<file path="src/rtl/product_display_scanner_pkg.sv">
// rtl/product_display_scanner_pkg.sv - shared constants, FSM states and the BCD step for the product display scanner
package display_pkg;

  // Segment patterns {a,b,c,d,e,f,g}, active-high
  localparam logic [6:0] SEG_0     = 7'h7E;
  localparam logic [6:0] SEG_1     = 7'h30;
  localparam logic [6:0] SEG_2     = 7'h6D;
  localparam logic [6:0] SEG_3     = 7'h79;
  localparam logic [6:0] SEG_4     = 7'h33;
  localparam logic [6:0] SEG_5     = 7'h5B;
  localparam logic [6:0] SEG_6     = 7'h5F;
  localparam logic [6:0] SEG_7     = 7'h70;
  localparam logic [6:0] SEG_8     = 7'h7F;
  localparam logic [6:0] SEG_9     = 7'h7B;
  localparam logic [6:0] SEG_BLANK = 7'h00;

  // Digit enables on the shared bus
  localparam logic [1:0] AN_OFF  = 2'b00;
  localparam logic [1:0] AN_ONES = 2'b01;
  localparam logic [1:0] AN_TENS = 2'b10;

  // One shift per product bit
  localparam int SHIFT_CYCLES = 6;

  typedef enum logic [1:0] {
    IDLE   = 2'd0,
    SHIFT  = 2'd1,
    COMMIT = 2'd2
  } state_t;

  // One double-dabble iteration over {tens, ones, binary[5:0]}
  function automatic logic [13:0] dabble_step(input logic [13:0] r);
    logic [13:0] t;
    t = r;
    if (t[13:10] >= 4'd5) t[13:10] = t[13:10] + 4'd3;
    if (t[9:6]   >= 4'd5) t[9:6]   = t[9:6]   + 4'd3;
    return {t[12:0], 1'b0};
  endfunction

endpackage

</file>
<file path="src/rtl/product_display_scanner_if.sv">
// rtl/product_display_scanner_if.sv - product handshake and multiplexed segment bus
interface product_display_scanner_if;
  logic [5:0] product;
  logic       product_valid;
  logic       product_ready;
  logic       done;
  logic [6:0] seg;
  logic [1:0] an;

  modport master (
    output product, product_valid,
    input  product_ready, done, seg, an
  );

  modport slave (
    input  product, product_valid,
    output product_ready, done, seg, an
  );
endinterface

</file>
<file path="src/rtl/product_display_scanner_seg7_decoder.sv">
// rtl/product_display_scanner_seg7_decoder.sv - combinational BCD digit to 7-segment pattern
module seg7_decoder
  import display_pkg::*;
(
  input  logic [3:0] digit,
  output logic [6:0] seg
);

  // Non-decimal codes fall through to blank
  always_comb begin
    seg = SEG_BLANK;
    case (digit)
      4'd0: seg = SEG_0;
      4'd1: seg = SEG_1;
      4'd2: seg = SEG_2;
      4'd3: seg = SEG_3;
      4'd4: seg = SEG_4;
      4'd5: seg = SEG_5;
      4'd6: seg = SEG_6;
      4'd7: seg = SEG_7;
      4'd8: seg = SEG_8;
      4'd9: seg = SEG_9;
      default: seg = SEG_BLANK;
    endcase
  end

endmodule

</file>
<file path="src/rtl/product_display_scanner.sv">
// rtl/product_display_scanner.sv - binary product to BCD, scanned onto a shared 7-segment bus (option: LEADING_ZERO_BLANK_EN)
module product_display_scanner
  import display_pkg::*;
#(
  parameter int REFRESH_DIV = 50000
) (
  input logic clk,
  input logic rst,
  product_display_scanner_if.slave bus
);

  localparam int CW = $clog2(REFRESH_DIV);

  state_t        state;
  state_t        state_next;
  logic [13:0]   sreg;
  logic [2:0]    iter;
  logic [3:0]    disp_tens;
  logic [3:0]    disp_ones;
  logic          done_r;
  logic [CW-1:0] refresh_cnt;
  logic          digit_sel;
  logic [3:0]    digit_mux;
  logic [6:0]    digit_seg;
  logic [6:0]    seg_next;
  logic [6:0]    seg_r;
  logic [1:0]    an_r;

  assign bus.product_ready = (state == IDLE);
  assign bus.done          = done_r;
  assign bus.seg           = seg_r;
  assign bus.an            = an_r;

  // FSM state register
  always_ff @(posedge clk) begin
    if (rst) state <= IDLE;
    else     state <= state_next;
  end

  // Next-state: accept in IDLE, six shift cycles, one commit cycle
  always_comb begin
    state_next = state;
    case (state)
      IDLE:    if (bus.product_valid) state_next = SHIFT;
      SHIFT:   if (iter == 3'(SHIFT_CYCLES - 1)) state_next = COMMIT;
      COMMIT:  state_next = IDLE;
      default: state_next = IDLE;
    endcase
  end

  // Conversion datapath; display registers only move in COMMIT so no partial result is shown
  always_ff @(posedge clk) begin
    if (rst) begin
      sreg      <= '0;
      iter      <= '0;
      disp_tens <= '0;
      disp_ones <= '0;
      done_r    <= 1'b0;
    end else begin
      done_r <= (state == COMMIT);
      case (state)
        IDLE: begin
          if (bus.product_valid) begin
            sreg <= {8'b0, bus.product};
            iter <= '0;
          end
        end
        SHIFT: begin
          sreg <= dabble_step(sreg);
          iter <= iter + 3'd1;
        end
        COMMIT: begin
          disp_tens <= sreg[13:10];
          disp_ones <= sreg[9:6];
        end
        default: ;
      endcase
    end
  end

  // Refresh counter; digit_sel flips each time the counter wraps
  always_ff @(posedge clk) begin
    if (rst) begin
      refresh_cnt <= '0;
      digit_sel   <= 1'b0;
    end else if (refresh_cnt == CW'(REFRESH_DIV - 1)) begin
      refresh_cnt <= '0;
      digit_sel   <= ~digit_sel;
    end else begin
      refresh_cnt <= refresh_cnt + 1'b1;
    end
  end

  // Single decoder shared by both digits through the select mux
  always_comb begin
    digit_mux = digit_sel ? disp_tens : disp_ones;
  end

  seg7_decoder u_dec (
    .digit (digit_mux),
    .seg   (digit_seg)
  );

  // Optional suppression of a leading zero on the tens digit
  always_comb begin
    seg_next = digit_seg;
`ifdef LEADING_ZERO_BLANK_EN
    if (digit_sel && (disp_tens == 4'd0)) seg_next = SEG_BLANK;
`endif
  end

  // Registered bus outputs; an and seg always move together
  always_ff @(posedge clk) begin
    if (rst) begin
      seg_r <= SEG_BLANK;
      an_r  <= AN_OFF;
    end else begin
      seg_r <= seg_next;
      an_r  <= digit_sel ? AN_TENS : AN_ONES;
    end
  end

endmodule
</file>
<file path="src/flat_wrapper.sv">
// flat-port wrapper written by rule: the top's interface ports become plain ports
module product_display_scanner_flat import display_pkg::*;
#(
  parameter int REFRESH_DIV = 50000
)
  (clk, rst, bus_product, bus_product_valid, bus_product_ready, bus_done, bus_seg, bus_an);
  product_display_scanner_if bus_i ();
  input logic clk;
  input logic rst;
  input wire logic [$bits(bus_i.product)-1:0] bus_product;
  input wire logic [$bits(bus_i.product_valid)-1:0] bus_product_valid;
  output wire logic [$bits(bus_i.product_ready)-1:0] bus_product_ready;
  output wire logic [$bits(bus_i.done)-1:0] bus_done;
  output wire logic [$bits(bus_i.seg)-1:0] bus_seg;
  output wire logic [$bits(bus_i.an)-1:0] bus_an;
  assign bus_i.product = bus_product;
  assign bus_i.product_valid = bus_product_valid;
  assign bus_product_ready = bus_i.product_ready;
  assign bus_done = bus_i.done;
  assign bus_seg = bus_i.seg;
  assign bus_an = bus_i.an;
  product_display_scanner #(.REFRESH_DIV(REFRESH_DIV)) u_core (.clk(clk), .rst(rst), .bus(bus_i));
endmodule
</file>
<file path="config.mk">
export PLATFORM = sky130hd
export DESIGN_NAME = product_display_scanner_flat
export DESIGN_NICKNAME = d
export VERILOG_FILES = /design/src/rtl/product_display_scanner_pkg.sv /design/src/rtl/product_display_scanner_if.sv /design/src/rtl/product_display_scanner_seg7_decoder.sv /design/src/rtl/product_display_scanner.sv /design/src/flat_wrapper.sv
export SDC_FILE = /design/constraint.sdc
export NUM_CORES = 1
export LEC_CHECK = 0
export BUFFER_PORTS_ARGS = -buffer_cell sky130_fd_sc_hd__buf_2
export CORE_UTILIZATION = 55
export CTS_CLUSTER_DIAMETER = 80
export CTS_CLUSTER_SIZE = 14
export DETAILED_ROUTE_END_ITERATION = 10
export PLACE_DENSITY = 0.74
export SETUP_SLACK_MARGIN = 0.1
export SYNTH_ARGS = -nofsm -noshare
export SYNTH_HDL_FRONTEND = slang
export SYNTH_HIERARCHICAL = 1
export SYNTH_SLANG_ARGS = --single-unit
</file>
<file path="constraint.sdc">
create_clock -name clk -period 2.2 [get_ports clk]
set_clock_uncertainty 0.15 [all_clocks]
set_input_delay 0.33 -clock clk [delete_from_list [all_inputs] [get_ports clk]]
set_output_delay 0.33 -clock clk [all_outputs]
set_load 0.01 [all_outputs]
</file>
==> key figures, run 1 <==
Worst setup path
  – Required time of the critical path: 2250 ps
  – Critical path startpoint category: flip-flop
  – Critical path data arrival time: 1920 ps
  – Critical Path Sink Type: flip-flop
  – Critical path start-end classification: flip-flop to flip-flop
  – Crit Path Max Fanout: 7

Routing
  – Routed length per instance: 11.9 µm
  – DR vias/cell: 5.40
  – WL final: 4140 µm
  – Routed via count: 1,875
  – Drt pass-1 iters: 4
  – Final ANT Viol Nets: 0
  – DRC: 0
  – Iteration-0 DRC Markers: 78

Die
  – Chip Width: 69.4 µm
  – Initial Utilization: 0.574
  – Die area: 4820 µm²
  – IO Count: 20
  – Rows: 24
  – Die Y: 69.4 µm
  – Core area: 4350 µm²

Yosys
  – Syn Nets: 302
  – Synth Instances: 280
  – Yosys top cell area share: 0.432
  – Syn. warnings: 6
  – Seq/Total Area, Yosys: 0.432
  – Async SR Flop Fraction: 0
  – Cells taking the most area after synthesis: dfxtp_1 43%, ha_1 6.5%, xnor2_1 5.3%
  – Avg Cell Area, Syn: 8.93 µm²
  – Synth cell count leaders: 54 x dfxtp_1, 34 x nor2_1, 30 x nand2_1, 18 x a21oi_1, 15 x xnor2_1
  – Post-synth top area cell: dfxtp_1
  – Synthesized cell area: 2500 µm²
  – Most used DFF post-synth: dfxtp_1
  – Top-count cell post-synth: dfxtp_1
  – FF+latch count, synth: 54
  – Number of synthesized flops with an enable pin: 0
  – Yosys cell types: 43

Clocking
  – Root buf cell: clkbuf_8
  – Clock Latency Late Sink: 300 ps
  – Clock Path Buffers: 2
  – Sink Count: 54
  – Post-CTS Resized: 0
  – Post-CTS Setup Inserts: 0
  – Hold_buf cts: 0
  – Clk slew on worst S/H paths: 80 ps
  – CTS tree: done
  – CTS H-tree depth: 2
  – CTS Buf Count: 5

STA
  – Total negative slack: 0 ps
  – Unrepaired setup endpoints after global routing: no
  – Period utilization: 0.851
  – Fin. max-slew vios: 0
  – Endpoints failing setup: 0
  – Post-route minimum period: 1870 ps
  – Max transition margin: 0.663
  – Worst Tran Pin Value: 504 ps
  – Hold Fails Final Rpt: 0
  – Max Freq: 534 MHz
  – Final worst slack: 329 ps

Cells and area
  – Final core occ: 0.615
  – Final #Nets: 317
  – Multi-input gate area: 1280 µm²
  – Register area: 1080 µm²
  – Share of layout cells above drive strength 1: 0.156
  – N_diodes: 0
  – Synth-to-Final Area Change: 7.00%
  – Post-route cell area: 2680 µm²
  – Fill count: 391

Power
  – Leakage Power: 0.972 nW
  – Pwr dens: 607 nW/µm²
  – Worst vdd ir: 315 µV

Global route
  – Gr usage total: 0.184
  – Remaining global-route overflow: 0
  – First-pass GRT wire length: 7190 µm
  – Initial antenna violation count: 0
  – Vias in the first global route: 1,681
  – Largest net degree at the start of global routing: 24

Hold path
  – HP Class: input port to flip-flop

Place
  – Final HPWL DP: 2860 µm
  – Post-DP Area: 2600 µm²
  – Dpl ws: 364 ps
  – Port Buffer Count: 19
  – Final Wtd Congestion: 0.740

Outcome
  – Status: finished clean

Run
  – Max-cap viol count: 0
-- cell type report --
class,count,area share
Clock buffer,7,0.0285
Inverter,14,0.0196
Multi-Input combinational cell,198,0.480
Sequential cell,54,0.404
Tap cell,52,0.0243
Timing Repair Buffer,22,0.0439
-- sequential cells by signal, indices dropped and copies added, names as in the netlist --
register            cells
u_core/disp_ones        4
u_core/bus.done         1
u_core/bus.seg          7
u_core/state            2
u_core/bus.an           2
u_core/iter             3
u_core/digit_sel        1
u_core/refresh_cnt     16
u_core/sreg            14
u_core/disp_tens        4
-- worst max-delay path, cell delays in order (launching register included) --
cell,delay (ps)
dfxtp_1,480
mux2_2,450
inv_2,110
ha_1,140
nor2_1,40
a21oi_1,170
o22ai_1,100
nor2b_1,130
-- metrics by stage --
step	hold WS, ps	std cells	total power, mW
2_1_floorplan	282	280	1.11
3_3_place_gp	297	340	1.14
3_5_place_dp	296	340	1.14
4_1_cts	131	347	1.65
5_1_grt	133	347	1.71
6_report	143	347	1.62
-- final timing paths --
check	start	end	slack [ps]	cells past startpoint
hold / removal	bus_product[2]	u_core/sreg[2]	140	3
setup reg to reg	u_core/digit_sel	u_core/bus.seg[6]	330	7
hold reg to reg	u_core/disp_tens[0]	u_core/disp_tens[0]	300	2
setup / recovery	u_core/digit_sel	u_core/bus.seg[6]	330	7
-- cell families (layout without fill, tap and decap cells) --
family | count (synthesis) | count (layout) | share of synthesized area
and+or+nand+nor | 117 | 117 | 0.247
DFF | 54 | 54 | 0.432
AOI/OAI and AO/OA | 42 | 42 | 0.104
buffers and inverters | 28 | 43 | 0.0545
xor gates and xnor gates | 19 | 19 | 0.0665
adders and majority gates | 13 | 13 | 0.0650
muxes | 7 | 7 | 0.0310
-- cell usage in the layout, fill, tap and decap left out, types with 2 or more instances in the layout --
cell type	instances
mux2_2	6
nor2_2	4
dfxtp_1	54
a311oi_1	6
nand2b_1	5
clkbuf_8	5
nand2_1	30
nor4_1	2
clkbuf_1	2
o21ai_1	3
inv_1	13
ha_1	13
nand3b_1	3
nor2b_1	10
buf_2	19
xnor2_1	15
nand4_1	3
xor2_1	4
buf_4	3
a21oi_1	18
nor4_2	3
nor2_1	34
o22ai_1	5
nand3_1	7
o21ai_0	4
o32ai_1	2
nor3_1	6
-- per-layer routing --
metal	routed length (µm)	track usage
met1	2050	0.224
met2	1860	0.302
met3	146	0.0509
met4	80	0.0816
met5	0	0
-- power breakdown --
group          leakage, nW  total (mW)  internal (mW)  switching (mW)
Sequential           0.440        1.02           1.00          0.0156
Combinational        0.493       0.100         0.0387          0.0614
Clock               0.0383       0.508          0.220           0.288
(Power assumes the default switching activity.)
==> run 2: changes to the inputs <==
- ABC_AREA: not set -> 1
==> run 2 against run 1 <==
  * Flip-flop and latch count unchanged
  * Combinational power increased by 6%
  * Clock power increased by 8.9%
  * Cell area increased by 4.7%
  * Count of clock-buffer cells in the layout unchanged
  * Utilization increased by 2.0 points
  * Die area increased by 2.8%
  * Worst hold slack improved by 4.0 ps
  * Sequential power about the same
  * Sequential share of layout area decreased by 1.8 points
  * Largest cell class unchanged
==> key figures, run 2 <==
Outcome
  – Status: finished clean

Routing
  – Iteration-0 DRC Markers: 113
  – DR vias/cell: 4.99
  – Drt pass-1 iters: 4
  – Routed length per instance: 10.3 µm
  – Uppermost layer routed: met4
  – Routed via count: 2,195
  – DRC: 0
  – Wire length on met2: 2190 µm
  – Met3 WL: 138 µm
  – WL final: 4550 µm
  – Final ANT Viol Nets: 0
  – DRT met1 WL: 2160 µm

Cells and area
  – Synth-to-Final Area Change: 8.90%
  – Register area: 1080 µm²
  – Most flop-heavy register: u_core/refresh_cnt
  – Multi-input gate area: 1260 µm²
  – N_diodes: 0
  – Share of layout cells above drive strength 1: 0.108
  – Max reg flops: 16
  – Most common cell after layout, fill and taps aside: nand2_1
  – Final #Nets: 409
  – Most frequent cells in the layout: 96 x nand2_1, 54 x dfxtp_1, 47 x nor2_1, 46 x inv_1, 31 x a21oi_1
  – Fill count: 409
  – Finished Layout Cells: 440

Worst setup path
  – Required time of the critical path: 2240 ps
  – Crit path max-delay family: simple AND/OR/NAND/NOR gates
  – Critical Path Sink Type: flip-flop
  – CP max stage delay: 440 ps
  – Critical path data arrival time: 1760 ps
  – Register-to-register setup slack: 480 ps
  – Worst-case reg-to-reg path depth: 11
  – R2R Path Start: u_core/digit_sel
  – CP max-delay cell: dfxtp_1
  – Worst R2R End: u_core/bus.seg[3]
  – Critical path startpoint category: flip-flop
  – CP most frequent cell: nand2_1
  – CP cell instances: inv_1 > nand2_1 > nand2_1 > inv_1 > ha_1 > nand2_1 > nand2_1 > nand2_1 > nand2_1 > inv_1 > nor2_1
  – Critical path start-end classification: flip-flop to flip-flop
  – Crit Path Max Fanout: 7
  – CP bufs+invs: 3

Power
  – Pwr dens: 597 nW/µm²
  – Worst vdd ir: 417 µV
  – Leakage Power: 1.24 nW

Yosys
  – Yosys cell types: 25
  – Async SR Flop Fraction: 0
  – Yosys top cell area share: 0.420
  – Cells taking the most area after synthesis: dfxtp_1 42%, nand2_1 14%, nor2_1 6.9%
  – Syn. warnings: 6
  – Synth Instances: 366
  – Post-synth top area cell: dfxtp_1
  – Synthesized cell area: 2570 µm²
  – Synth cell count leaders: 96 x nand2_1, 54 x dfxtp_1, 47 x nor2_1, 46 x inv_1, 31 x a21oi_1
  – Syn Nets: 388
  – FF+latch count, synth: 54
  – Most used DFF post-synth: dfxtp_1
  – Number of synthesized flops with an enable pin: 0
  – Top-count cell post-synth: nand2_1
  – Seq/Total Area, Yosys: 0.420
  – Avg Cell Area, Syn: 7.03 µm²

Global route
  – Vias in the first global route: 2,109
  – Initial antenna violation count: 0
  – Largest net degree at the start of global routing: 23
  – Remaining global-route overflow: 0
  – Gr usage total: 0.208
  – First-pass GRT wire length: 8510 µm

Die
  – Initial Utilization: 0.583
  – Rows: 24
  – Chip Width: 70.4 µm
  – Core area: 4410 µm²
  – Die Y: 70.4 µm
  – Die area: 4950 µm²
  – IO Count: 20

Place
  – Final Wtd Congestion: 0.855
  – Port Buffer Count: 19
  – Placed Cells: 432
  – Final HPWL DP: 3260 µm

STA
  – Worst Tran Pin Value: 523 ps
  – Hold Fails Final Rpt: 0
  – Max transition margin: 0.651
  – Unrepaired setup endpoints after global routing: no
  – Total negative slack: 0 ps
  – Fin. max-slew vios: 0
  – Max Freq: 581 MHz
  – Post-route minimum period: 1720 ps
  – Period utilization: 0.783
  – Endpoints failing setup: 0

Clocking
  – Clk slew on worst S/H paths: 90 ps
  – Root buf cell: clkbuf_8
  – CTS Buf Count: 5
  – Clock Latency Late Sink: 300 ps
  – Post-CTS Resized: 0
  – CTS H-tree depth: 2
  – Hold_buf cts: 0
  – Clock Path Buffers: 2
  – Sink Count: 54
  – CTS tree: done
  – Post-CTS Setup Inserts: 0

Hold path
  – Hold depth: 3
  – Worst Hold Path EP: u_core/sreg[0]
  – Hold path startpoint: bus_product[0]
  – HP Class: input port to flip-flop

Run
  – Max-cap viol count: 0
## run 2: cell types whose count changed in the layout (fill, tap and decap cells not counted), sizes merged, moves of 5 or more
cell    delta
nand2b     -7
nor4       -5
o22ai      -5
a311oi     -6
nand3     +10
nor2      +11
nand2     +70
inv       +34
o21ai     +16
xnor2     -13
nor2b     -10
mux2       -6
a21oi     +13
## run 2: cell families after synthesis
group           Yosys count  synth area share
simple gates            181             0.298
buf+inv                  57            0.0905
compound gates           56             0.111
flops                    54             0.420
fa+ha+maj                13            0.0632
xor+xnor                  5            0.0170
## run 2: final cells by class
type,count,share of cell area
Clock inverter,1,0.00179
Clock buffer,7,0.0308
Timing Repair Buffer,23,0.0447
Inverter,48,0.0643
Multi-Input combinational cell,255,0.449
Tap cell,52,0.0232
Sequential cell,54,0.386
## run 2: metal layers
layer / vias up / track usage
li1: 1195 / -
met1: 962 / 0.250
met2: 32 / 0.370
met3: 6 / 0.0404
met4: 0 / 0.0667
met5: - / 0
## run 2: tightest hold or removal path, stage by stage
cell and delay, ps:
buf_2 90, nand3_1 70, a21oi_1 60
## run 2: worst max path at each step
stage,start,endpoint,depth (start not counted)
6_report,u_core/digit_sel,u_core/bus.seg[3],11
5_1_grt,u_core/digit_sel,u_core/bus.seg[3],11
4_1_cts,u_core/digit_sel,u_core/bus.seg[3],11
3_5_place_dp,u_core/digit_sel,u_core/bus.seg[3],11
3_3_place_gp,u_core/digit_sel,u_core/bus.seg[3],11
2_1_floorplan,u_core/digit_sel,u_core/bus.seg[3],11
## run 2: report_power, final
| part | switching [mW] | total (mW) | internal, mW |
|---|---|---|---|
| Sequential | 0.0123 | 1.01 | 1.00 |
| Clock | 0.299 | 0.553 | 0.254 |
| Combinational | 0.0681 | 0.106 | 0.0380 |
| Total | 0.379 | 1.67 | 1.29 |
## run 2: per-stage QoR
step	total power, mW	utilization	cell area, µm²	hold WS (ps)	worst slack (ps)
after floorplan	1.11	-	2570	249	632
after global placement	1.14	0.614	2710	285	552
after detailed placement	1.14	0.614	2710	294	497
after CTS	1.70	0.635	2800	136	474
after global routing	1.75	0.635	2800	132	236
final	1.67	0.635	2800	147	478
==> run 3: changes to the inputs <==
- clock period: 2.2 -> 1.7 ns (I/O delays scaled with it)
==> run 3 against run 2 <==
  * Clock power up 50%
  * Power increased by 36%
  * Register-to-register slack got worse by 280 ps
  * Combinational power grew 36%
  * Die area unchanged
  * Highest routed layer unchanged
  * Global-route usage is 0.72 points lower
  * Wire length is 0.77% higher
==> key figures, run 3 (synthesized netlist as in run 2, its figures left out) <==
Outcome
  – Status: finished clean

Clocking
  – CTS Buf Count: 5
  – Clock Path Buffers: 2
  – Root buf cell: clkbuf_8
  – Sink Count: 54
  – Clk slew on worst S/H paths: 90 ps
  – CTS tree: done
  – Hold_buf cts: 0
  – CTS H-tree depth: 2
  – Clock Latency Late Sink: 300 ps

Die
  – Rows: 24
  – Core area: 4410 µm²
  – Die Y: 70.4 µm
  – Initial Utilization: 0.583
  – Chip Width: 70.4 µm
  – IO Count: 20
  – Die area: 4950 µm²

Cells and area
  – Finished Layout Cells: 446
  – Most frequent cells in the layout: 93 x nand2_1, 51 x dfxtp_1, 47 x nor2_1, 43 x inv_1, 31 x a21oi_1
  – Final core occ: 0.654
  – Synth-to-Final Area Change: 12.2%
  – Max reg flops: 16
  – Share of layout cells above drive strength 1: 0.150
  – Post-route cell area: 2890 µm²
  – Final #Nets: 415
  – N_diodes: 0
  – Most flop-heavy register: u_core/refresh_cnt
  – Most common cell after layout, fill and taps aside: nand2_1

Worst setup path
  – Critical path data arrival time: 1550 ps
  – Critical path start-end classification: flip-flop to flip-flop
  – Worst R2R End: u_core/refresh_cnt[6]
  – CP cell instances: ha_2 > nand3_2 > nor2_4 > buf_4 > xor2_1 > nor2_1
  – CP max stage delay: 360 ps
  – Critical Path Sink Type: flip-flop
  – Crit Path Max Fanout: 6
  – CP startpoint: u_core/refresh_cnt[1]
  – Register-to-register setup slack: 200 ps
  – R2R Path Start: u_core/refresh_cnt[1]
  – Worst-case reg-to-reg path depth: 6
  – CP max-delay cell: dfxtp_1
  – Critical path startpoint category: flip-flop
  – Required time of the critical path: 1750 ps

Place
  – Placed Cells: 436
  – Port Buffer Count: 19
  – Final Wtd Congestion: 0.874
  – Dpl ws: 92.7 ps
  – Post-DP Area: 2740 µm²
  – Final HPWL DP: 3250 µm

Global route
  – Busiest layer in global routing: met2
  – First-pass GRT wire length: 8160 µm
  – Largest net degree at the start of global routing: 23
  – Met3 Usage GRT: 0.0433
  – Remaining global-route overflow: 0
  – Met2 Track Usage GR: 0.362
  – Vias in the first global route: 2,016
  – Initial antenna violation count: 0
  – GR Util met1: 0.236
  – Gr usage total: 0.201

Routing
  – DR vias/cell: 5.01
  – Iteration-0 DRC Markers: 101
  – WL final: 4590 µm
  – DRC: 0
  – Final ANT Viol Nets: 0
  – Drt pass-1 iters: 4
  – Routed via count: 2,235
  – Routed length per instance: 10.3 µm

Run
  – Max-cap viol count: 0

Power
  – Pwr dens: 791 nW/µm²
  – Leakage Power: 1.28 nW
  – Overall Power: 2.28 mW
  – Worst vdd ir: 581 µV

STA
  – Fin. max-slew vios: 0
  – Final worst slack: 195 ps
  – Endpoints failing setup: 0
  – Total negative slack: 0 ps
  – Max transition margin: 0.762
  – Post-route minimum period: 1500 ps
  – Hold Fails Final Rpt: 0
  – Period utilization: 0.885
  – Unrepaired setup endpoints after global routing: yes
  – Worst Tran Pin Value: 357 ps
  – Max Freq: 665 MHz
  – WHS: 65.6 ps

Hold path
  – Hold depth: 3
  – Hold path startpoint: bus_product[0]
  – Worst Hold Path EP: u_core/sreg[0]
  – HP Class: input port to flip-flop
-- run 3: cell types whose count changed in the layout (fill, tap and decap cells not counted), sizes merged --
cell,delta
buf,+6
clkinv,+1
clkbuf,-2
bufinv,+1
-- run 3: how the worst max path moves through the flow --
stage / slack (ps) / depth (start not counted) / to
floorplan: 130 / 11 / u_core/bus.seg[3]
global placement: 150 / 11 / u_core/bus.seg[3]
detailed placement: 90 / 11 / u_core/bus.seg[3]
CTS: 110 / 11 / u_core/bus.seg[3]
global route: 60 / 11 / u_core/bus.seg[3]
finish: 200 / 6 / u_core/refresh_cnt[6]
-- run 3: timing repair --
| item | in CTS | in global routing |
|---|---|---|
| endpoints found under the setup margin | 1 | 23 |
| setup buffers | 0 | 2 |
| pin swaps | 0 | 2 |
| resized for setup | 2 | 9 |
-- run 3: area by class of cell --
cell class                 count  area, µm²
sequential                    54       1080
clock inverter                 3       40.0
inverter                      48        180
multi-input combinational    255       1280
timing repair buffer          29        170
fill                         377       1530
clock buffer                   5       68.8
tap                           52       65.1
-- run 3: worst max-delay path: cells and delay by family, from the launching register on --
| family | cells | cell delay [ps] |
|---|---|---|
| buffers and inverters | 1 | 140 |
| XOR/XNOR | 1 | 130 |
| flip-flops | 1 | 360 |
| AND/OR/NAND/NOR | 3 | 410 |
| adder cells (fa/ha/maj) | 1 | 210 |
-- run 3: layer usage --
metal / routed length, µm / vias to the layer above
met5: 0 / -
met1: 2190 / 990
met2: 2200 / 38
met3: 144 / 6
met4: 50 / 0
li1: - / 1201
-- run 3: power by group --
group / internal [mW] / leakage (nW) / switching, mW / total [mW]
logic: 0.0547 / 0.784 / 0.0891 / 0.144
clock network: 0.434 / 0.0579 / 0.393 / 0.827
registers: 1.30 / 0.441 / 0.0155 / 1.31
